**config.mk**
```make
export PLATFORM = sky130hd
export DESIGN_NAME = fir_mac_sequencer
export DESIGN_NICKNAME = d
export VERILOG_FILES = /design/src/rtl/fir_mac_sequencer.sv
export SDC_FILE = /design/constraint.sdc
export NUM_CORES = 2
export LEC_CHECK = 0
export BUFFER_PORTS_ARGS = -buffer_cell sky130_fd_sc_hd__buf_4
export CORE_UTILIZATION = 30
export DETAILED_ROUTE_END_ITERATION = 7
export PLACE_DENSITY = 0.49
export SYNTH_ARGS = -nofsm -noshare
export SYNTH_HDL_FRONTEND = slang
export SYNTH_SLANG_ARGS = --single-unit
```
**constraint.sdc**
```tcl
create_clock -name clk -period 9.2 [get_ports clk]
set_input_delay 0.92 -clock clk [delete_from_list [all_inputs] [get_ports clk]]
set_output_delay 0.92 -clock clk [all_outputs]
set_load 0.02 [all_outputs]
```
**src/rtl/fir_mac_sequencer.sv**
```systemverilog
// Time-multiplexed FIR: one sample per handshake, taps walked serially through
// a single shared multiply-accumulate, result presented with a one-cycle strobe.
module fir_mac_sequencer #(
  parameter int WORD_WIDTH = 16,
  parameter int TAPS       = 56,
  parameter int ACC_WIDTH  = 32,
  parameter int ADDR_WIDTH = $clog2(TAPS)
) (
  input  logic                         clk,
  input  logic                         rst,
  input  logic signed [WORD_WIDTH-1:0] x,
  input  logic                         x_valid,
  output logic                         x_ready,
  input  logic                         coef_we,
  input  logic        [ADDR_WIDTH-1:0] coef_addr,
  input  logic signed [WORD_WIDTH-1:0] coef_data,
  output logic                         busy,
  output logic signed [ACC_WIDTH-1:0]  y,
  output logic                         y_valid
);

  typedef enum logic [1:0] {IDLE, MAC, DONE} state_t;

  localparam logic [ADDR_WIDTH-1:0] LAST_TAP = ADDR_WIDTH'(TAPS - 1);
  localparam logic [ADDR_WIDTH-1:0] TAPS_MOD = ADDR_WIDTH'(TAPS);

  state_t                         state_q, state_d;
  logic        [ADDR_WIDTH-1:0]   wr_ptr_q, wr_ptr_d;
  logic        [ADDR_WIDTH-1:0]   k_q, k_d;
  logic signed [ACC_WIDTH-1:0]    acc_q, acc_d;
  logic signed [ACC_WIDTH-1:0]    y_q, y_d;
  logic                           y_valid_q, y_valid_d;
  logic signed [WORD_WIDTH-1:0]   hist_q [TAPS];
  logic signed [WORD_WIDTH-1:0]   coef_q [TAPS];

  logic                           hist_we, coef_wr, coef_addr_ok;
  logic        [ADDR_WIDTH-1:0]   ptr_inc, rd_idx;
  logic signed [2*WORD_WIDTH-1:0] prod;
  logic signed [ACC_WIDTH-1:0]    prod_ext, acc_sum;

  // Modulo-TAPS subtraction; the wrapped branch stays exact in ADDR_WIDTH bits
  // because the true result is always below TAPS.
  assign rd_idx       = (wr_ptr_q >= k_q) ? wr_ptr_q - k_q : wr_ptr_q + TAPS_MOD - k_q;
  assign ptr_inc      = (wr_ptr_q == LAST_TAP) ? '0 : wr_ptr_q + 1'b1;
  assign prod         = coef_q[k_q] * hist_q[rd_idx];
  assign prod_ext     = ACC_WIDTH'(prod);
  assign acc_sum      = acc_q + prod_ext;
  assign coef_addr_ok = 32'(coef_addr) < TAPS;

  assign x_ready = !rst && (state_q == IDLE) && !coef_we;
  assign busy    = !rst && (state_q != IDLE);
  assign y       = y_q;
  assign y_valid = y_valid_q;

  always_comb begin
    // NOTE: every output of this block gets a default first, so no path can
    // leave one unassigned and infer a latch.
    state_d   = state_q;
    wr_ptr_d  = wr_ptr_q;
    k_d       = k_q;
    acc_d     = acc_q;
    y_d       = y_q;
    y_valid_d = 1'b0;
    hist_we   = 1'b0;
    coef_wr   = 1'b0;
    unique case (state_q)
      IDLE: begin
        if (coef_we) begin
          coef_wr = coef_addr_ok;
        end else if (x_valid) begin
          wr_ptr_d = ptr_inc;
          hist_we  = 1'b1;
          acc_d    = '0;
          k_d      = '0;
          state_d  = MAC;
        end
      end
      MAC: begin
        acc_d = acc_sum;
        if (k_q == LAST_TAP) begin
          y_d       = acc_sum;
          y_valid_d = 1'b1;
          state_d   = DONE;
        end else begin
          k_d = k_q + 1'b1;
        end
      end
      DONE:    state_d = IDLE;
      default: state_d = IDLE;
    endcase
  end

  always_ff @(posedge clk) begin
    // NOTE: state updates use non-blocking assignments so every register sees
    // the pre-edge values of the others regardless of statement order.
    if (rst) begin
      state_q   <= IDLE;
      wr_ptr_q  <= '0;
      k_q       <= '0;
      acc_q     <= '0;
      y_q       <= '0;
      y_valid_q <= 1'b0;
      // NOTE: both banks are flop arrays, not RAM, because reset must zero
      // the history and coefficients for the first outputs to be correct.
      for (int i = 0; i < TAPS; i++) begin
        hist_q[i] <= '0;
        coef_q[i] <= '0;
      end
    end else begin
      state_q   <= state_d;
      wr_ptr_q  <= wr_ptr_d;
      k_q       <= k_d;
      acc_q     <= acc_d;
      y_q       <= y_d;
      y_valid_q <= y_valid_d;
      if (hist_we) hist_q[ptr_inc]   <= x;
      if (coef_wr) coef_q[coef_addr] <= coef_data;
    end
  end

endmodule

```
* Word-level counts from Yosys, hierarchy flattened
Memory sizes are Yosys's and may differ from the RTL's. A register that Yosys moved wholly into a read port is not among the register bits. Cells that the tools add are included.
Cells by class: add/subtract/negate cells 6, multipliers 1, magnitude comparators 2, equality and inequality tests 7, multiplexer cells 35, bitwise gates (word level) 2, reductions and logical operators 16
Operators by type and width (count):
- 2-to-1 mux 32 bit | 2
- one-hot mux 32 bit (2 select lines) | 1
- 2-to-1 mux 6 bit | 9
- adder 32 bit | 1
- multiplier 16 x 16 -> 32 bit | 1
- 2-to-1 mux 16 bit | 2
- OR reduction 16 bit | 2
- 2-to-1 mux 1 bit | 16
- adder 6 x 1 -> 6 bit (second input constant) | 2
- == test 6 bit (second input constant) | 2
- one-hot mux 6 bit (2 select lines) | 1
- subtractor 6 bit | 2
- AND reduction 3 bit | 3
- inequality test 2 bit (second input constant) | 4
- adder 6 bit (second input constant) | 1
- >= comparator 6 bit | 1
- less-than comparator 6 bit (second input constant) | 1
- 2-to-1 mux 2 bit | 3
- one-hot mux 2 bit (2 select lines) | 1
- AND reduction 4 bit | 1
- nonzero test 2 bit | 2
- logical AND 1 bit | 3
- == test 2 x 1 -> 1 bit (second input constant) | 1
- zero test 1 bit | 2
- other kinds (4) | 5
Storage, ports and cells: bits in registers 79, memory bits (writable) 1792, input bits 42, output and inout bits 35, memories kept 2
Memory list:
- coef_q | words 56, bits a word 16, rd ports 1, clocked after Yosys merged registers in 1, wr ports 56, line 34 | logic signed [WORD_WIDTH-1:0] coef_q [TAPS];
- hist_q | words 56, bits a word 16, rd ports 1, clocked after Yosys merged registers in 0, wr ports 56, line 33 | logic signed [WORD_WIDTH-1:0] hist_q [TAPS];

* Longest topological paths before layout
depth in word-level cells 8, mapped depth 41, mapped depth without buffers 38

* Least setup slack after synthesis
Ideal clock, no wire load.
kind register to register, start point register k_q[2], end point register acc_q[31], library setup time 0.117 ns, data arrival time 9.080 ns, slack 0.003 ns, stages on the path, launching flop included 37, cells stage by stage dfxtp_1 -> inv_1 -> ha_1 -> clkbuf_1 -> inv_1 -> fa_1 -> nand2b_1 -> a21oi_1 -> xor2_1 -> o211ai_1 -> nand2_1 -> buf_2 -> buf_1 -> o211ai_1 -> a31oi_1 -> buf_2 -> nand2_1 -> fa_1 -> inv_1 -> fa_1 -> fa_1 -> fa_1 -> fa_1 -> inv_1 -> fa_1 -> inv_1 -> ha_1 -> clkbuf_1 -> a21o_1 -> a21o_1 -> a221oi_1 -> nand2_1 -> a31oi_1 -> a21oi_1 -> o22ai_1 -> xnor3_1 -> a22o_1
On the way: word-level cells in the longest chain between the ends 6, elaborated cells between the ends (all ways) 8, classes of those cells add/sub (3); mul (1); order compare (1); mux (2); memory (1)
RTL lines:
- start, declared | line 29 | logic [ADDR_WIDTH-1:0] k_q, k_d;
- start signal, assigned | line 112 | k_q <= k_d;
- subtractor 6 bit or >= comparator 6 bit (tied branches) | line 43 | assign rd_idx = (wr_ptr_q >= k_q) ? wr_ptr_q - k_q : wr_ptr_q + TAPS_MOD - k_q;
- 2-to-1 mux 6 bit (*) | line 43
- memory read (56 x 16 bit) (*)
- multiplier 16 x 16 -> 32 bit (*) | line 45 | assign prod = coef_q[k_q] * hist_q[rd_idx];
- adder 32 bit (*) | line 47 | assign acc_sum = acc_q + prod_ext;
- one-hot mux 32 bit (2 select lines) (*) | line 66 | unique case (state_q)
- end signal, assigned | line 100 | acc_q <= '0;
- end signal, assigned | line 113 | acc_q <= acc_d;
- end, declared | line 30 | logic signed [ACC_WIDTH-1:0] acc_q, acc_d;
Mark *: on every way between the ends. The rest lies on a longest branch, timed or not. A chain may end at the register's enable or synchronous reset.

* Worst setup path after layout
start point register k_q[1], end point register y_q[31], in the netlist y[31]
On the way: word-level cells in the longest chain between the ends 5, elaborated cells between the ends (all ways) 9, classes of those cells add/sub (3); mul (1); order compare (1); eq/ne (1); mux (1); reduce/logical (1); memory (1)
RTL lines:
- subtractor 6 bit or >= comparator 6 bit (tied branches) | line 43
- 2-to-1 mux 6 bit | line 43
- memory read (56 x 16 bit)
- multiplier 16 x 16 -> 32 bit | line 45
- adder 32 bit | line 47
- end signal, assigned | line 114 | y_q <= y_d;
- end, declared | line 31 | logic signed [ACC_WIDTH-1:0] y_q, y_d;
Parallel ways exist; a longest one is shown, timed or not.

==> impl_metrics.json <==
{
  "switching_share": 0.392,
  "power_mw": 48.0,
  "synth_cells": 7214,
  "fillers": 33800,
  "area_growth_pct": 17.5,
  "slew_violations": 0,
  "die_width_um": 597,
  "coreArea_um2": 353000,
  "synth_ff_type": "edfxtp_1",
  "ctsHtreeMaxLevel": 4,
  "grt_usage": 0.172,
  "reg2reg_to": "y[31]$_SDFFE_PP0P_",
  "grt_pass1_vias": 62700,
  "die_h_um": 597,
  "pwr-share-seq": 0.231,
  "grt_max_degree": 65,
  "ys_seq_area_frac": 0.594,
  "synth_cell_types": 69,
  "clock.fmax_ghz": 0.112,
  "finalSetupTns_ns": 0,
  "end_kind": "flip-flop",
  "gp_congestion": 0.823,
  "nets": 8134,
  "vias": 60300,
  "p_leak_nw": 46.4,
  "crit_path_max_incr_delay_ns": 0.81,
  "path_clk_slew_ns": 0.07,
  "min-delay-path-class": "reg2reg",
  "syn_area_um2": 106000,
  "postRouteWirelength_um": 309000,
  "std_cell_rows": 218,
  "place_area_um2": 116000,
  "finalCritPeriodShare": 0.973,
  "skew_ns": 0.106,
  "cts-root-buf": "clkbuf_16",
  "p_per_area_nw_per_um2": 385,
  "critPathKind": "reg2reg",
  "maxCapViolCount": 0,
  "synth_edf_count": 2048,
  "antenna_found_initial": 18,
  "stdcell_count": 12600,
  "dp_cells": 12100,
  "final_cell_mix": "2,048 x edfxtp_1, 1,953 x and2_1, 586 x mux4_2",
  "rr_startpoint": "k_q[1]$_SDFFE_PP0P_",
  "numCtsBuffers": 234,
  "ys_ff_latch": 2133,
  "postCtsHoldBufs": 0,
  "cts_tree": "built",
  "slew_headroom": 0.182,
  "period_needed_ns": 8.95,
  "wl_per_cell_um": 24.5,
  "finalInstanceArea_um2": 125000,
  "overflow": 0,
  "critPathLaunch": "k_q[1]$_SDFFE_PP0P_",
  "worstSetupStartpointType": "flip-flop",
  "synth-async-reset-ratio": 0,
  "hold_viol_final": 0,
  "drive_gt1_frac": 0.241,
  "setup_violations": 0,
  "cts.path.max_buffers": 4,
  "pwr-share-clk": 0.190,
  "switchingPower_mw": 18.9,
  "dpl_worst_slack_ns": -0.739,
  "status": "finished clean",
  "rr_worst_depth": 36,
  "whs_path_depth": 2,
  "worstMarginPinSlew_ns": 1.22,
  "clkLatencyLatePin_ns": 0.94,
  "drt_pre_antenna_iters": 8,
  "drc": 0,
  "rrSetupSlack_ns": 0.25,
  "vias_per_cell": 4.78,
  "intPower_mw": 29.2,
  "yosys_warnings": 0,
  "post_synth.cell_area_avg_um2": 14.7,
  "drtAntennaViolNets": 0,
  "slowest_stage": "fa_4",
  "drtIter0Drc": 5001,
  "ir_drop_v": 0.00155,
  "path_max_fanout": 8,
  "crit_required_ns": 9.98,
  "hold_start": "y[1]$_SDFFE_PP0P_",
  "hold_slack_ns": 0.456,
  "dieArea_um2": 357000,
  "layout_commonest_cell": "edfxtp_1",
  "rsz0062_at_grt": "yes",
  "io_buffers": 76,
  "grt_pass1_wl_um": 450000,
  "final_util": 0.354,
  "setup_slack_ns": 0.247,
  "pin_count": 77,
  "clock-sinks": 2133,
  "hold_end": "y[1]$_SDFFE_PP0P_",
  "dp_hpwl_um": 194000,
  "start_util": 0.302,
  "crit_arrival_ns": 9.73,
  "p_comb_frac": 0.579
}
routing by layer:
metal	GRT usage	share of wire
met1	0.237	0.44
met2	0.291	0.49
met3	0.0200	0.044
met4	0.0357	0.021
met5	0	0.00011
worst max-delay path by stage:
stage / end / slack, ns
5_1_grt: acc_q[29]$_SDFFE_PP0P_ / -0.09
3_3_place_gp: acc_q[31]$_SDFFE_PP0P_ / -0.75
6_report: y[31]$_SDFFE_PP0P_ / 0.25
2_1_floorplan: acc_q[31]$_SDFFE_PP0P_ / 0.003
4_1_cts: acc_q[24]$_SDFFE_PP0P_ / 0.0007
3_5_place_dp: acc_q[31]$_SDFFE_PP0P_ / -0.74
power groups by stage:
| stage | registers, mW | logic, mW | clock network, mW |
|---|---|---|---|
| 5_1_grt | 11.1 | 31.2 | 9.67 |
| 3_3_place_gp | 11.3 | 24.5 | 0 |
| 3_5_place_dp | 11.3 | 24.5 | 0 |
| 2_1_floorplan | 11.2 | 15.0 | 0 |
| 6_report | 11.1 | 27.8 | 9.14 |
| 4_1_cts | 11.1 | 25.9 | 9.32 |
synth_stat cells, drive strengths merged (2+ instances only):
cell | instances | share of area
nand2 | 369 | 0.013
a21oi | 63 | 0.0031
mux4 | 589 | 0.12
o22ai | 3 | 0.00024
clkbuf | 433 | 0.015
nor3b | 3 | 0.00021
o211ai | 21 | 0.0015
fa | 297 | 0.056
and2 | 1972 | 0.12
a311oi | 16 | 0.0013
o31ai | 4 | 0.00041
a211oi | 70 | 0.0049
edfxtp | 2048 | 0.58
nor4 | 4 | 0.00024
or3b | 2 | 0.00016
a22oi | 26 | 0.0018
a22o | 7 | 0.00058
xnor2 | 41 | 0.0034
mux2i | 11 | 0.0010
ha | 111 | 0.013
or3 | 3 | 0.00018
nor2b | 21 | 0.0012
xor2 | 11 | 0.00091
a211o | 3 | 0.00025
nor3 | 14 | 0.00066
nand4 | 16 | 0.00094
a311o | 15 | 0.0014
nor4b | 2 | 0.00016
nor2 | 186 | 0.0066
dfxtp | 85 | 0.016
o21bai | 4 | 0.00028
o21ai | 26 | 0.0012
buf | 136 | 0.0071
and3 | 22 | 0.0013
or2 | 113 | 0.0066
a31oi | 38 | 0.0023
nand3b | 6 | 0.00042
nand2b | 12 | 0.00071
inv | 345 | 0.012
a21o | 18 | 0.0013
nand3 | 35 | 0.0018
state kept, by name, indices dropped and copies added, names as in the netlist, named ones only:
signal and flops:
coef_q 1024, wr_ptr_q 6, hist_q 1024, state_q 2
y 32, y_valid 1, k_q 6, acc_q 32
worst max-delay path, delay by kind of cell, from the launching register on:
kind / cells / cell delay, ns
flip-flops: 1 / 0.32
AO/OA/AOI/OAI: 9 / 1.48
AND/OR/NAND/NOR: 3 / 0.41
multiplexers: 1 / 0.56
buffers and inverters: 15 / 1.96
adder cells (fa/ha/maj): 8 / 4.06
area by class of cell:
| type | count | area [µm²] | share of cell area |
|---|---|---|---|
| clock buffer | 294 | 6150 | 0.0492 |
| timing repair buffer | 674 | 6060 | 0.0485 |
| sequential | 2133 | 63200 | 0.506 |
| antenna | 16 | 40.0 | 0.000320 |
| tap | 4730 | 5920 | 0.0474 |
| clock inverter | 134 | 1100 | 0.00880 |
| multi-input combinational | 4296 | 41200 | 0.329 |
| inverter | 345 | 1290 | 0.0104 |
kinds of logic after synthesis:
kind of cell             Yosys count  synth area share
AND/OR/NAND/NOR                 2781             0.150
flip-flops                      2133             0.594
buffers and inverters            914            0.0347
multiplexers                     601             0.126
adder cells (fa/ha/maj)          408            0.0689
AO/OA/AOI/OAI                    323            0.0215
XOR/XNOR                          53           0.00449
other                              1         0.0000353
timing repair:
action                     4_1_cts  5_1_grt
cloned                           2        1
setup endpoints to repair       30       35
buffers inserted                19       32
pin swaps                       32       78
gates resized for setup        104      149
No activity file was read; power rests on OpenSTA's default activity.
